**src/rtl/seg7_scan8.sv**
```systemverilog
// Eight-digit multiplexed common-anode seven-segment scan driver with per-frame input snapshot.
// Define SEG7_LZ_BLANK_EN to blank leading-zero digits above the highest non-zero nibble.
module seg7_scan8 #(
  parameter int unsigned REFRESH_DIV = 100000
) (
  input  logic        CLK,
  input  logic        rst_n,
  input  logic [31:0] iData,
  input  logic [7:0]  iDigitEn,
  input  logic [7:0]  iDp,
  output logic [6:0]  oSeg,
  output logic        oDp,
  output logic [7:0]  oAn
);

  localparam logic [19:0] CNT_MAX = 20'(REFRESH_DIV - 1);

  logic [19:0] cnt_q, cnt_d;
  logic [2:0]  idx_q, idx_d;
  logic [31:0] data_q, data_d;
  logic [7:0]  en_q, en_d;
  logic [7:0]  dpm_q, dpm_d;
  logic [7:0]  an_q, an_d;
  logic [6:0]  seg_q, seg_d;
  logic        pt_q, pt_d;

  logic        wrap;
  logic        frame_end;
  logic [3:0]  nib;
  logic [6:0]  glyph;
  logic        lit;
`ifdef SEG7_LZ_BLANK_EN
  logic [2:0]  hi;
`endif

  always_comb begin
    wrap      = (cnt_q == CNT_MAX);
    frame_end = wrap && (idx_q == 3'd7);
    cnt_d     = wrap ? '0 : cnt_q + 20'd1;
    idx_d     = wrap ? idx_q + 3'd1 : idx_q;
    // Shadows only move at the 7->0 wrap so a frame never shows mixed data.
    data_d    = frame_end ? iData    : data_q;
    en_d      = frame_end ? iDigitEn : en_q;
    dpm_d     = frame_end ? iDp      : dpm_q;
  end

  always_comb begin
    nib = data_q[4*idx_q +: 4];
    case (nib)
      4'h0:    glyph = 7'b1000000;
      4'h1:    glyph = 7'b1111001;
      4'h2:    glyph = 7'b0100100;
      4'h3:    glyph = 7'b0110000;
      4'h4:    glyph = 7'b0011001;
      4'h5:    glyph = 7'b0010010;
      4'h6:    glyph = 7'b0000010;
      4'h7:    glyph = 7'b1111000;
      4'h8:    glyph = 7'b0000000;
      4'h9:    glyph = 7'b0010000;
      4'hA:    glyph = 7'b0001000;
      4'hB:    glyph = 7'b0000011;
      4'hC:    glyph = 7'b1000110;
      4'hD:    glyph = 7'b0100001;
      4'hE:    glyph = 7'b0000110;
      default: glyph = 7'b0001110;
    endcase
  end

`ifdef SEG7_LZ_BLANK_EN
  always_comb begin
    hi = 3'd0;
    for (int unsigned i = 0; i < 8; i++) begin
      if (data_q[4*i +: 4] != 4'h0) hi = 3'(i);
    end
    lit = en_q[idx_q] && (idx_q <= hi);
  end
`else
  always_comb begin
    lit = en_q[idx_q];
  end
`endif

  always_comb begin
    an_d  = '1;
    seg_d = '1;
    pt_d  = 1'b1;
    if (lit) begin
      an_d  = ~(8'b1 << idx_q);
      seg_d = glyph;
      pt_d  = ~dpm_q[idx_q];
    end
  end

  always_ff @(posedge CLK or negedge rst_n) begin
    if (!rst_n) begin
      cnt_q  <= '0;
      idx_q  <= '0;
      data_q <= '0;
      en_q   <= '0;
      dpm_q  <= '0;
      an_q   <= '1;
      seg_q  <= '1;
      pt_q   <= 1'b1;
    end else begin
      cnt_q  <= cnt_d;
      idx_q  <= idx_d;
      data_q <= data_d;
      en_q   <= en_d;
      dpm_q  <= dpm_d;
      an_q   <= an_d;
      seg_q  <= seg_d;
      pt_q   <= pt_d;
    end
  end

  assign oAn  = an_q;
  assign oSeg = seg_q;
  assign oDp  = pt_q;

endmodule

```
**config.mk**
```make
export PLATFORM = sky130hd
export DESIGN_NAME = seg7_scan8
export DESIGN_NICKNAME = d
export VERILOG_FILES = /design/src/rtl/seg7_scan8.sv
export SDC_FILE = /design/constraint.sdc
export NUM_CORES = 1
export LEC_CHECK = 0
export BUFFER_PORTS_ARGS = -buffer_cell sky130_fd_sc_hd__buf_2
export CAP_MARGIN = 25
export CELL_PAD_IN_SITES_DETAIL_PLACEMENT = 0
export CELL_PAD_IN_SITES_GLOBAL_PLACEMENT = 2
export CORE_MARGIN = 2
export CORE_UTILIZATION = 35
export DETAILED_ROUTE_END_ITERATION = 10
export PLACE_DENSITY = 0.74
export SLEW_MARGIN = 15
export SYNTH_ARGS = -nofsm -noshare
export SYNTH_HDL_FRONTEND = slang
export SYNTH_SLANG_ARGS = --single-unit
```
**constraint.sdc**
```tcl
create_clock -name CLK -period 2.3 [get_ports CLK]
set_input_delay 0.46 -clock CLK [delete_from_list [all_inputs] [get_ports CLK]]
set_output_delay 0.46 -clock CLK [all_outputs]
set_load 0.1 [all_outputs]
```
-- After elaboration in Yosys (flattened, before gate mapping)
Memories as Yosys holds them, arrays and structs flattened.
Cells that the tools add are included.
- reduce and logical (&&, ||, !) cells: 1
- eq/ne operators: 2
- $lt $le $gt $ge: 1
- shift-type cells: 2
- multiplexer cells: 8
- bitwise operators: 2
- $add $sub $neg: 2
- operators by type and width (operator ; number):
    32-bit by 6-bit indexed part select with 4-bit output ; 1
    20-bit by 1-bit adder with 20-bit output (second input constant) ; 1
    20-bit by 17-bit equality test with 1-bit output (second input constant) ; 1
    20-bit 2-to-1 mux ; 1
    8-bit 2-to-1 mux ; 1
    8-bit inverter ; 1
    1-bit by 3-bit << shifter with 8-bit output (first input constant) ; 1
    7-bit 2-to-1 mux ; 1
    1-bit binary-select mux with 3-bit select ; 2
    3-bit by 4-bit < comparator with 1-bit output (second input constant) ; 1
    3-bit by 1-bit adder with 3-bit output (second input constant) ; 1
    3-bit equality test (second input constant) ; 1
    1-bit 2-to-1 mux ; 3
    1-bit logical AND ; 1
    1-bit inverter ; 1
- flip-flop bits (word level): 87
- input port bits: 50
- ROM bits: 112
- memories kept: 1
- output and inout port bits: 16
- logic and storage cells: 27
- memories (memory ; depth ; bits a word ; rd ports ; clocked after Yosys merged registers in ; wr ports ; line ; text):
    (name not given) ; 16 ; 7 ; 1 ; 0 ; 0 ; 49 ; case (nib)

-- Longest topological paths before layout
- word-level depth: 4
- depth in mapped cells: 10
- mapped depth without buffers: 8

-- Least setup slack after synthesis
No wires, ideal clock.
- path type: reg2reg
- from: register idx_q[0]
- to: register seg_q[3] (netlist: oSeg[3])
- cell stages (with the launch flop): 10
- period minus slack after synthesis: 2.322 ns
- data required time: 2.204 ns
- slack: -0.022 ns
- buffers on the path: 2
- library setup time: 0.096 ns
- arrival time: 2.226 ns
- path through: dfrtp_1 -> buf_2 -> buf_4 -> mux4_2 -> mux2i_1 -> inv_1 -> ha_1 -> nand3_1 -> and4b_1 -> a31oi_1
- word-level cells in the longest chain between the ends: 3
- elaborated cells on any way between the ends: 5
- those cells by class: shift (1); mux (3); memory (1)
- ends and longest elaborated chain (what ; line ; text):
    from (decl) ; 19 ; logic [2:0] idx_q, idx_d;
    from (signal assigned) ; 106 ; idx_q <= idx_d;
    32-bit by 6-bit indexed part select with 4-bit output / 1-bit binary-select mux with 3-bit select (equally long branches) ; 48, 79 ;
    memory 16 x 7 bit / 1-bit 2-to-1 mux (equally long branches) ; n/a ;
    7-bit 2-to-1 mux (*) ; 87 ; if (lit) begin
    via seg_d[3] ; 24 ; logic [6:0] seg_q, seg_d;
    to (signal assigned) ; 111 ; seg_q <= seg_d;
    to (decl) ; 24 ;
The timed path passes the listed nets; every way through them passes the cells marked *. The select of a mux whose other input is x is not followed.
A chain may end at the register's enable or synchronous reset.

-- Worst setup path in the final report
Same ends and word-level chain as after synthesis.

==> metrics.md <==
| Metric | Value |
|---|---|
| Filler cell count | `1052` |
| Final ANT Viol Nets | `0` |
| Core Area | `0.01147 mm²` |
| Worst VDD drop | `0.3445 mV` |
| CP bufs+invs | `2` |
| WL/cell | `15.77 µm` |
| Top FF cell, synth | `dfrtp_1` |
| DR iter-0 viols | `74` |
| Clock tree root driver cell | `clkbuf_16` |
| Synthesized flop and latch total | `87` |
| Worst min path class | `primary input to asynchronous set/reset pin` |
| Post-Synthesis Cells | `299` |
| Slew @ Worst Pin | `0.5605 ns` |
| Via-per-instance ratio | `4.852` |
| Cell mode on critical path | `nand2_1` |
| Sequential share of the synthesized area | `53.41%` |
| PD cells | `644.7 mW/mm²` |
| Worst Hold Margin | `0.1104 ns` |
| Critical path class | `register to register` |
| Most frequent cells in the layout | `70 x dfrtp_1, 64 x buf_2, 30 x mux2_2` |
| Number of global-route vias before repair | `2606` |
| Syn Nets | `362` |
| Mapped Avg Cell Area | `13.76 µm²` |
| Pin count of the biggest net entering global routing | `45` |
| Clock sinks | `87` |
| Ys async rst share | `100.0%` |
| Clock-pin slew on the worst setup and hold paths | `0.07 ns` |
| CTS tree | `built` |
| Chip height | `112.4 µm` |
| Total gr overflow | `0` |
| Period utilisation layout | `91.98%` |
| Num rows | `39` |
| Post-CTS setup buffers | `0` |
| Status | `completed` |
| Yosys warning count | `0` |
| Synth cell types | `43` |
| Worst path top cell family by delay | `multiplexers` |
| ANT cells | `0` |
| Synthesized area | `0.004114 mm²` |
| CP max FO | `11` |
| Startpoint types | `register` |
| Crit. End Element | `register` |
| Max-cap violations | `0` |
| Initial core utilization | `35.88%` |
| Worst EP arrival | `2.37 ns` |
| Final Net Count | `435` |
| First-pass GRT wire length | `13750 µm` |
| Fraction of layout cells with a size suffix above 1 | `45.89%` |
| TritonCTS buffer count | `9` |
| WL final | `8199 µm` |
| Die area | `0.01264 mm²` |
| Worst setup margin | `0.1844 ns` |
| Setup violations, final | `0` |
| Final Max Slew Viols | `0` |
| Worst relative slew slack | `62.63%` |
| Skew final | `0.01662 ns` |
| H-tree Lvls | `3` |
| Max Freq | `472.7 MHz` |
| CP peak stage delay | `0.51 ns` |
| Total track usage | `13.91%` |
| Final HPWL DP | `6032 µm` |
| RSZ-0062 raised after global routing | `false` |
| CTS Hold Bufs | `0` |
| Slowest CP cell | `mux4_2` |
| Vias | `2523` |
| Min Tclk post-route | `2.116 ns` |
| Routability cong. | `0.7420` |
| DR DRC count | `0` |
| Worst EP required | `2.55 ns` |
| Longest Clk Path Bufs | `2` |
| TritonRoute pass-1 iters | `4` |
| Place WS | `0.1258 ns` |
| Port bufs | `65` |
| CTS resizes | `0` |
| Most common cell after layout, fill and taps aside | `dfrtp_1` |
| Hold Vio Cnt, Final | `0` |
| Leakage power | `0.002348 µW` |
| Total negative slack | `0 ns` |
| Clk_lat worst skew | `0.33 ns` |
| Syn-to-layout area delta | `21.11%` |
| CP cell instances | `buf_12, mux4_2, nand2_1, nand2_1, inv_1, ha_1, nand3_1, o21ai_0, a31oi_1` |
| EDFF count, synth | `0` |
| IO Count | `66` |
| Die width | `112.4 µm` |
| Initial antenna violation count | `0` |
-- synth_stat cells, drive strengths merged (9+ instances only) --
cell type | instances | share of area (%)
nor2 | 12 | 1.1
mux2 | 50 | 16
dfrtp | 71 | 43
xor2 | 9 | 1.9
nand2 | 23 | 2.1
dfstp | 16 | 10
mux2i | 9 | 2.2
xnor2 | 10 | 2.1
mux4 | 10 | 5.5
nand3 | 10 | 1.2
ha | 13 | 4.0
buf | 10 | 2.6
-- cell type report --
| class | count | area (µm²) | share of cell area, % |
|---|---|---|---|
| timing repair buffer | 77 | 480.5 | 9.643 |
| inverter | 7 | 26.28 | 0.5274 |
| clock buffer | 10 | 239.0 | 4.797 |
| clock inverter | 6 | 90.09 | 1.808 |
| sequential | 87 | 2198 | 44.12 |
| tap | 143 | 178.9 | 3.591 |
| multi-input combinational | 190 | 1769 | 35.51 |
-- sequential cells by signal, summed over array words and instances (netlist names) --
name and count:
data_q 32, en_q 8, idx_q 3, oDp 1
oAn 8, dpm_q 8, oSeg 7, cnt_q 20
-- final timing paths --
| kind | start | slack, ns | to | depth (start not counted) |
|---|---|---|---|---|
| min in group CLK | iData[14] | 0.36 | data_q[14]$_DFFE_PN0P_ | 2 |
| setup / recovery | idx_q[0]$_DFFE_PN0N_ | 0.18 | oSeg[3]$_DFF_PN1_ | 9 |
| setup reg to reg | idx_q[0]$_DFFE_PN0N_ | 0.18 | oSeg[3]$_DFF_PN1_ | 9 |
| hold / removal | rst_n | 0.11 | cnt_q[4]$_DFF_PN0_ | 1 |
| hold reg to reg | cnt_q[4]$_DFF_PN0_ | 0.47 | cnt_q[4]$_DFF_PN0_ | 1 |
| max in group asynchronous | rst_n | 1.55 | data_q[12]$_DFFE_PN0P_ | 2 |
-- power by group --
part | total [µW] | switching (µW) | internal (µW)
Combinational | 77.9 | 43.9 | 34.0
Sequential | 1530 | 0 | 1530
Clock | 1600 | 615 | 988
Total | 3210 | 659 | 2550
-- per-layer routing --
layer  wire length (µm)  vias to the layer above  GRT usage (%)
li1                   -                     1209              -
met1               4205                     1247          21.04
met2               3519                       57          19.36
met3                345                       10          3.132
met4                129                        0          5.528
met5                  0                        -              0
-- logic make-up after synthesis --
group | count (synthesis) | synth area share [%]
xor+xnor | 19 | 4.045
mux | 69 | 23.18
flops | 87 | 53.41
fa+ha+maj | 13 | 3.954
buf+inv | 22 | 3.680
simple gates | 73 | 9.003
compound gates | 16 | 2.738
-- stage by stage --
stage	total power, µW	cells	util, %	cell area (µm²)
after floorplan	1561	299	-	4118
after global placement	1641	504	40.57	4652
after detailed placement	1641	504	40.57	4652
after CTS	3254	520	43.44	4981
after global routing	3335	520	43.45	4982
final	3212	520	43.45	4982
No activity file was read; power rests on OpenSTA's default activity.
